<file path="src/rtl/mac_pkg.sv">
// Shared types and widths for the dot-product sequencer and its MULADD_WRAP environment.
package mac_pkg;

  localparam int OP_W        = 8;
  localparam int ACC_W       = 20;
  localparam int VEC_LEN_MAX = 16;
  localparam int CNT_W       = $clog2(VEC_LEN_MAX);

  typedef enum logic [1:0] {
    CLEAR = 2'd0,
    ACCUM = 2'd1,
    DRAIN = 2'd2,
    OUT   = 2'd3
  } mac_state_e;

endpackage

</file>
<file path="src/rtl/mac_dot_seq.sv">
// Initiator for an accumulate-mode MULADD: streams VEC_LEN operand pairs, returns the dot product.
// Optional feature macro: MAC_DOT_SEQ_PERF_EN adds a saturating perf_cnt of completed results.
module mac_dot_seq
  import mac_pkg::*;
#(
  parameter int VEC_LEN = 4,
  parameter int MUL_LAT = 1
) (
  input  logic             CLK,
  input  logic             rstn,
  input  logic             in_valid,
  output logic             in_ready,
  input  logic [OP_W-1:0]  in_a,
  input  logic [OP_W-1:0]  in_b,
  output logic             out_valid,
  input  logic             out_ready,
  output logic [ACC_W-1:0] out_data,
  output logic [OP_W-1:0]  mac_a,
  output logic [OP_W-1:0]  mac_b,
  output logic [ACC_W-1:0] mac_c,
  output logic             mac_clr,
  input  logic [ACC_W-1:0] mac_q
`ifdef MAC_DOT_SEQ_PERF_EN
  ,
  output logic [15:0]      perf_cnt
`endif
);

  mac_state_e       state_r, state_nx_s;
  logic [CNT_W-1:0] cnt_r;
  logic [1:0]       drain_r;
  logic             xfer_s, last_s, drain_done_s, out_fire_s;
  logic             in_ready_s, out_valid_s, mac_clr_s;

  assign xfer_s       = in_valid && in_ready;
  assign last_s       = (cnt_r == CNT_W'(VEC_LEN - 1));
  // One extra DRAIN cycle covers the mac_a/mac_b register ahead of the MULADD.
  assign drain_done_s = (drain_r == 2'(MUL_LAT));
  assign out_fire_s   = out_valid && out_ready;
  assign mac_c        = {ACC_W{1'b0}};

  // State register
  always_ff @(posedge CLK) begin
    if (!rstn) begin
      state_r <= CLEAR;
    end else begin
      state_r <= state_nx_s;
    end
  end

  // Next-state logic
  always_comb begin
    state_nx_s = state_r;
    case (state_r)
      CLEAR:   state_nx_s = ACCUM;
      ACCUM:   if (xfer_s && last_s) state_nx_s = DRAIN; else state_nx_s = ACCUM;
      DRAIN:   if (drain_done_s) state_nx_s = OUT; else state_nx_s = DRAIN;
      OUT:     if (out_fire_s) state_nx_s = CLEAR; else state_nx_s = OUT;
      default: state_nx_s = CLEAR;
    endcase
  end

  // Output decode from the next state so the handshake outputs come straight from flops
  always_comb begin
    in_ready_s  = 1'b0;
    out_valid_s = 1'b0;
    mac_clr_s   = 1'b0;
    case (state_nx_s)
      CLEAR:   mac_clr_s   = 1'b1;
      ACCUM:   in_ready_s  = 1'b1;
      DRAIN:   in_ready_s  = 1'b0;
      OUT:     out_valid_s = 1'b1;
      default: mac_clr_s   = 1'b1;
    endcase
  end

  // Registered control outputs
  always_ff @(posedge CLK) begin
    if (!rstn) begin
      in_ready  <= 1'b0;
      out_valid <= 1'b0;
      mac_clr   <= 1'b1;
    end else begin
      in_ready  <= in_ready_s;
      out_valid <= out_valid_s;
      mac_clr   <= mac_clr_s;
    end
  end

  // Operand registers and element counter; idle cycles feed zero into the MULADD
  always_ff @(posedge CLK) begin
    if (!rstn) begin
      cnt_r <= {CNT_W{1'b0}};
      mac_a <= {OP_W{1'b0}};
      mac_b <= {OP_W{1'b0}};
    end else if (xfer_s) begin
      cnt_r <= last_s ? {CNT_W{1'b0}} : cnt_r + CNT_W'(1);
      mac_a <= in_a;
      mac_b <= in_b;
    end else begin
      mac_a <= {OP_W{1'b0}};
      mac_b <= {OP_W{1'b0}};
    end
  end

  // Drain timer and result capture
  always_ff @(posedge CLK) begin
    if (!rstn) begin
      drain_r  <= 2'd0;
      out_data <= {ACC_W{1'b0}};
    end else if (state_r == DRAIN) begin
      drain_r <= drain_done_s ? 2'd0 : drain_r + 2'd1;
      if (drain_done_s) out_data <= mac_q;
    end else begin
      drain_r <= 2'd0;
    end
  end

`ifdef MAC_DOT_SEQ_PERF_EN
  // Saturating count of completed result handshakes
  always_ff @(posedge CLK) begin
    if (!rstn) begin
      perf_cnt <= 16'h0000;
    end else if (out_fire_s && (perf_cnt != 16'hFFFF)) begin
      perf_cnt <= perf_cnt + 16'h0001;
    end else begin
      perf_cnt <= perf_cnt;
    end
  end
`endif

endmodule

</file>
<file path="config.mk">
export PLATFORM = sky130hd
export DESIGN_NAME = mac_dot_seq
export DESIGN_NICKNAME = d
export VERILOG_FILES = /design/src/rtl/mac_pkg.sv /design/src/rtl/mac_dot_seq.sv
export SDC_FILE = /design/constraint.sdc
export NUM_CORES = 1
export LEC_CHECK = 0
export BUFFER_PORTS_ARGS = -buffer_cell sky130_fd_sc_hd__buf_2
export CAP_MARGIN = 25
export CORE_MARGIN = 1
export CORE_UTILIZATION = 39
export CTS_BUF_LIST = sky130_fd_sc_hd__clkbuf_16
export CTS_CLUSTER_SIZE = 28
export DETAILED_ROUTE_END_ITERATION = 10
export PLACE_DENSITY = 0.75
export SYNTH_ARGS = -nofsm -noshare
export SYNTH_HDL_FRONTEND = slang
export SYNTH_SLANG_ARGS = --single-unit
</file>
<file path="constraint.sdc">
create_clock -name CLK -period 1.3 [get_ports CLK]
set_input_delay 0.065 -clock CLK [delete_from_list [all_inputs] [get_ports CLK]]
set_output_delay 0.065 -clock CLK [all_outputs]
set_load 0.005 [all_outputs]
</file>
==> impl_metrics.tcl, run 1 <==
set metrics [dict create \
    outcome "complete, no violations" \
    syn_to_final_growth_pct 41.9 \
    vias 1467 \
    avgSynthCellArea_um2 9.56 \
    coreArea_um2 4350 \
    ys_seq_area_share_pct 53.2 \
    dr.pass1.iters 4 \
    yosysWarnings 0 \
    syn-cell-area_um2 1770 \
    dieArea_um2 4810 \
    fin_area_um2 2510 \
    drive_gt1_share_pct 35.1 \
    place_area_um2 2150 \
    setup_tns_ns 0 \
    synthArstFlopShare_pct 0 \
    crit_required_ns 1.48 \
    rows 24 \
    globalplace.congestion 0.681 \
    fin_cells 334 \
    drv_cap 0 \
    ios 99 \
    synth.distinct_cells 26 \
    syn_inst 185 \
    overflow 0 \
    hpwl_mm 2.20 \
    ant_nets 0 \
    power_density_nw_per_um2 1240 \
    fmax_mhz 803 \
    hold_viol 0 \
    wl_mm 3.47 \
    leakage_nw 1.18 \
    cts.path.max_buffers 2 \
    root_buffer "clkbuf_16" \
    avgRoutedWirePerCell_um 10.4 \
    ys_ff_latch 47 \
    critPathLaunchType "flip-flop" \
    cts.reportedPaths.clkPinSlew_ns 0.06 \
    synth_edf_count 0 \
    dp.cells 310 \
    critPathCaptureType "flip-flop" \
    drv_slew 0 \
    portBuffers 78 \
    synth_ff_type "dfxtp_1" \
    slowest_stage "dfxtp_2" \
    synth_top_family_by_area "simple AND/OR/NAND/NOR gates" \
    grt_pass1_vias 1389 \
    fin_nets 323 \
    die_h_um 69.3 \
    whs_ns 0.0145 \
    cp_cell_sequence "ha_2 > nor3b_4 > a41oi_2 > a21o_1" \
    antenna_found_initial 0 \
    grt_pass1_wl_mm 5.97 \
    die_w_um 69.3 \
    drt-initial-drc-count 20 \
    antenna_cells 0 \
    power_mw 3.11 \
    synthMuxAreaShare_pct 0 \
    grtUsageTotal_pct 15.6 \
    pre_cts_slack_ns 0.0126 \
    htreeDepth 2 \
    hold_path_class "primary input to flip-flop" \
    arrival_ns 1.42 \
    synthAdderAreaFrac_pct 1.42 \
    fin_ws_ns 0.0545 \
    synth_simple_gate_area_share_pct 21.3 \
    finalCriticalPeriod_ns 1.25 \
    max_stage_delay_ns 0.34 \
    min_period_over_period_pct 95.8 \
    synth_xor_area_share_pct 0 \
    start_util_pct 40.6 \
    cp_max_fo 4 \
    clkSinkCount 47 \
    grt_max_degree 23 \
    cts_tree "yes" \
    drc 0 \
    cts_buffers 5 \
    setup_violations 0 \
    clk_latency_ns 0.28 \
    clock_skew_ns 0.00601 \
    final_core_util_pct 57.6 \
    vias_per_cell 4.39 \
    vdd_ir_drop_max_mv 0.732 \
    synth_compound_area_share_pct 12.3 \
    critical_path_class "flip-flop to flip-flop" \
]
sequential cells by signal, summed over array words and instances, names as in the netlist:
register / count
mac_a: 8
mac_b: 8
out_valid: 1
in_ready: 1
mac_clr: 1
cnt_r: 4
drain_r: 2
state_r: 2
out_data: 20
report_power, final:
| group | switching [mW] | internal [mW] | total, mW |
|---|---|---|---|
| Clock | 0.535 | 0.916 | 1.45 |
| Sequential | 0.0100 | 1.46 | 1.47 |
| Combinational | 0.0733 | 0.111 | 0.184 |
what timing repair did:
item,in CTS,in global routing
buffers inserted,0,0
hold endpoints to repair,16,0
endpoints found under the setup margin,1,5
hold buffers,16,0
resized for setup,1,6
cell families after synthesis:
kind of cell | count (synthesis)
and+or+nand+nor | 78
DFF | 47
buffers and inverters | 29
AOI/OAI and AO/OA | 28
adders and majority gates | 2
other | 1
layer usage:
layer	share of wire, %	up-vias	global-route usage [%]
met1	42	648	16.9
li1	-	752	-
met4	1.1	0	6.12
met5	0	-	0
met3	7.5	5	6.40
met2	50	62	27.0
placed cells by master, fill, tap and decap left out:
cell type	n
a21boi_0	1
a21boi_1	22
a21o_1	1
a311oi_2	1
a41oi_2	1
and2_1	18
and3_2	1
and3b_1	1
buf_12	2
buf_2	78
buf_4	2
bufinv_16	1
clkbuf_16	5
clkinv_4	1
conb_1	20
dfxtp_1	45
dfxtp_2	2
dlygate4sd3_1	16
ha_2	2
inv_1	1
inv_6	1
nand2_1	44
nand2_2	1
nand3_1	3
nand3b_1	2
nand4_1	1
nor2_1	2
nor3b_4	1
nor4_1	2
o21ai_0	1
o2bb2ai_1	1
or3_1	2
cell usage after synthesis (all sizes together) (2+ instances only):
cell / instances / area share [%]
nor4: 2 / 0.71
clkbuf: 3 / 0.71
dfxtp: 47 / 53
a21boi: 23 / 9.8
nand3b: 2 / 0.85
buf: 25 / 11
or3: 2 / 0.71
and2: 18 / 6.4
nand3: 3 / 0.85
ha: 2 / 1.4
nand2: 45 / 9.7
nor2: 2 / 0.42
worst max-delay path, delay by kind of cell (launching register included):
kind	cells	cell delay (ns)
AOI/OAI and AO/OA	2	0.37
adders and majority gates	1	0.20
DFF	1	0.34
and+or+nand+nor	1	0.22
cell type report:
type | count | area [µm²]
timing repair buffer | 98 | 606
inverter | 1 | 3.75
tap | 52 | 65.1
fill | 394 | 1850
multi-input combinational | 128 | 718
sequential | 47 | 943
clock inverter | 3 | 47.5
clock buffer | 5 | 125
path summary, 6_finish.rpt:
| path | from | endpoint | slack (ns) | cells past startpoint |
|---|---|---|---|---|
| max reg2reg | cnt_r[0] | state_r[0] | 0.05 | 4 |
| min reg2reg | drain_r[0] | drain_r[0] | 0.44 | 1 |
| max | cnt_r[0] | state_r[0] | 0.05 | 4 |
| min | mac_q[1] | out_data[1] | 0.01 | 3 |
Note: power is estimated with default switching activity, not from simulation.
==> run 2, diff against run 1 <==
--- a/config.mk
+++ b/config.mk
@@ -8,11 +8,11 @@
 export BUFFER_PORTS_ARGS = -buffer_cell sky130_fd_sc_hd__buf_2
 export CAP_MARGIN = 25
 export CORE_MARGIN = 1
-export CORE_UTILIZATION = 39
+export CORE_UTILIZATION = 43
 export CTS_BUF_LIST = sky130_fd_sc_hd__clkbuf_16
 export CTS_CLUSTER_SIZE = 28
 export DETAILED_ROUTE_END_ITERATION = 10
-export PLACE_DENSITY = 0.75
+export PLACE_DENSITY = 0.78
 export SYNTH_ARGS = -nofsm -noshare
 export SYNTH_HDL_FRONTEND = slang
 export SYNTH_SLANG_ARGS = --single-unit
==> constraint.sdc (replaced) <==
create_clock -name CLK -period 1.2 [get_ports CLK]
set_input_delay 0.06 -clock CLK [delete_from_list [all_inputs] [get_ports CLK]]
set_output_delay 0.06 -clock CLK [all_outputs]
set_load 0.005 [all_outputs]
==> run 2 against run 1 <==
Effect of this change:
- via count is 4.0% higher
- clock-buffer cell count stayed put
- core utilization is 11 points higher
- highest routed layer unchanged
- critical path depth stayed put
- combinational power is 18% higher
- non-clock buffer count is 7 higher
- clock skew is 0.0011 ns lower
- routed wire length is 18% higher
- clock power is 11% lower
- largest cell class unchanged
==> impl_metrics.tcl, run 2 (synthesis gave the netlist of run 1 again) <==
set metrics [dict create \
    outcome "complete, no violations" \
    hold_viol 0 \
    r2r_slack_ns 0.01 \
    power_mw 3.11 \
    start_util_pct 46.5 \
    grtUsageTotal_pct 18.9 \
    critPathCaptureType "flip-flop" \
    clock_skew_ns 0.00492 \
    endpoint "cnt_r[0]" \
    place_area_um2 2180 \
    dr.pass1.iters 4 \
    ios 99 \
    drv_cap 0 \
    fmax_mhz 843 \
    rsz0062_at_grt "yes" \
    worstSetupStartpoint "cnt_r[0]" \
    final_common_cell "buf_2" \
    busiest_layer "met2" \
    grt_util_met3_pct 8.28 \
    rows 22 \
    clkSinkCount 47 \
    fin_area_um2 2610 \
    largest_reg_flops 20 \
    root_buffer "clkbuf_16" \
    post_cts_buffers 0 \
    setup_violations 0 \
    dieArea_um2 4370 \
    r2r_cells 4 \
    grt_max_degree 23 \
    cp_max_fo 2 \
    die_h_um 66.1 \
    grt_pass1_vias 1384 \
    crit_required_ns 1.41 \
    hold_path_class "primary input to flip-flop" \
    slowest_stage "or3_1" \
    wl_mm 4.08 \
    whs_ns 0.0105 \
    use_met1_pct 21.1 \
    antenna_found_initial 0 \
    ant_nets 0 \
    vias_per_cell 4.53 \
    reg.largest.list "out_data x20, mac_a x8, mac_b x8" \
    arrival_ns 1.39 \
    portBuffers 78 \
    cp_cell_sequence "ha_4 > nor3b_4 > or3_1 > a21boi_1" \
    die_w_um 66.1 \
    power_density_nw_per_um2 1190 \
    min_period_over_period_pct 98.8 \
    cts_buffers 5 \
    critical_path_class "flip-flop to flip-flop" \
    grt_util_met2_pct 31.1 \
    clk_latency_ns 0.28 \
    cts.reportedPaths.clkPinSlew_ns 0.06 \
    critPathLaunchType "flip-flop" \
    most-common-layout-cells "78 x buf_2, 43 x dfxtp_1, 39 x nand2_1" \
    vdd_ir_drop_max_mv 0.886 \
    max_stage_delay_ns 0.34 \
    overflow 0 \
    drive_gt1_share_pct 41.9 \
    drt-initial-drc-count 41 \
    cts_tree "yes" \
    drc 0 \
    avgRoutedWirePerCell_um 12.1 \
    antenna_cells 0 \
    regMostFlops "out_data" \
    hpwl_mm 2.37 \
    vias 1525 \
    syn_to_final_growth_pct 47.8 \
    coreArea_um2 3800 \
    r2r_end "cnt_r[0]" \
    fin_nets 330 \
    finalCriticalPeriod_ns 1.19 \
    reg2reg_from "cnt_r[0]" \
    globalplace.congestion 0.723 \
    drv_slew 0 \
    leakage_nw 1.23 \
    cts.path.max_buffers 2 \
    htreeDepth 2 \
    grt_pass1_wl_mm 6.07 \
]
[run 2: cell types whose count changed in the layout (fill, tap and decap cells not counted), sizes merged]
| cell | change |
|---|---|
| clkbuf | +1 |
| inv | -1 |
| buf | +6 |
| clkinv | +2 |
| bufinv | -1 |
[run 2: layout make-up]
| cell class | instances | area [µm²] |
|---|---|---|
| Fill cell | 319 | 1180 |
| Sequential cell | 47 | 946 |
| Multi-Input combinational cell | 128 | 785 |
| Timing Repair Buffer | 105 | 679 |
| Clock buffer | 5 | 125 |
| Tap cell | 48 | 60.1 |
| Clock inverter | 3 | 15.0 |
| Inverter | 1 | 3.75 |
[run 2: repair_timing]
action / CTS / global route
hold buffers: 16 / 0
gates cloned: 0 / 2
endpoints found under the setup margin: 3 / 24
resized for setup: 2 / 24
endpoints found under the hold margin: 16 / 0
pin swaps: 0 / 6
[run 2: worst min-delay path by stage]
stage | startpoint | cells past startpoint | slack, ns | endpoint
after floorplan | in_a[0] | 1 | 0.18 | mac_a[0]
after global placement | in_b[7] | 2 | 0.26 | mac_b[7]
after detailed placement | in_b[6] | 2 | 0.26 | mac_b[6]
after CTS | mac_q[4] | 3 | 0.006 | out_data[4]
after global routing | mac_q[3] | 3 | 0.01 | out_data[3]
final | mac_q[4] | 3 | 0.01 | out_data[4]
[run 2: power breakdown]
group | internal (mW) | switching [mW] | total, mW
Sequential | 1.58 | 0.0112 | 1.60
Clock | 0.759 | 0.533 | 1.29
Combinational | 0.129 | 0.0891 | 0.218
Total | 2.47 | 0.634 | 3.11
[run 2: critical path, delay by kind of cell (launching register included)]
family          cells  cell delay (ns)
simple gates        2             0.49
flops               1             0.33
fa+ha+maj           1             0.15
compound gates      1             0.14
[run 2: layer usage]
| metal | vias up | part of all wire (%) | wire, µm |
|---|---|---|---|
| met2 | 72 | 50 | 2050 |
| li1 | 766 | - | - |
| met4 | 0 | 1.4 | 57 |
| met3 | 6 | 8.8 | 358 |
| met5 | - | 0 | 0 |
| met1 | 681 | 40 | 1620 |
[run 2: through the flow]
stage | setup slack (ns) | TNS (ns) | cells | util, %
2_1_floorplan | 0.00467 | 0 | 204 | -
3_3_place_gp | 0.0101 | 0 | 311 | 57.4
3_5_place_dp | -0.0347 | -0.0676 | 311 | 57.4
4_1_cts | 0.000156 | 0 | 335 | 65.5
5_1_grt | -0.0295 | -0.294 | 337 | 68.8
6_report | 0.0143 | 0 | 337 | 68.8
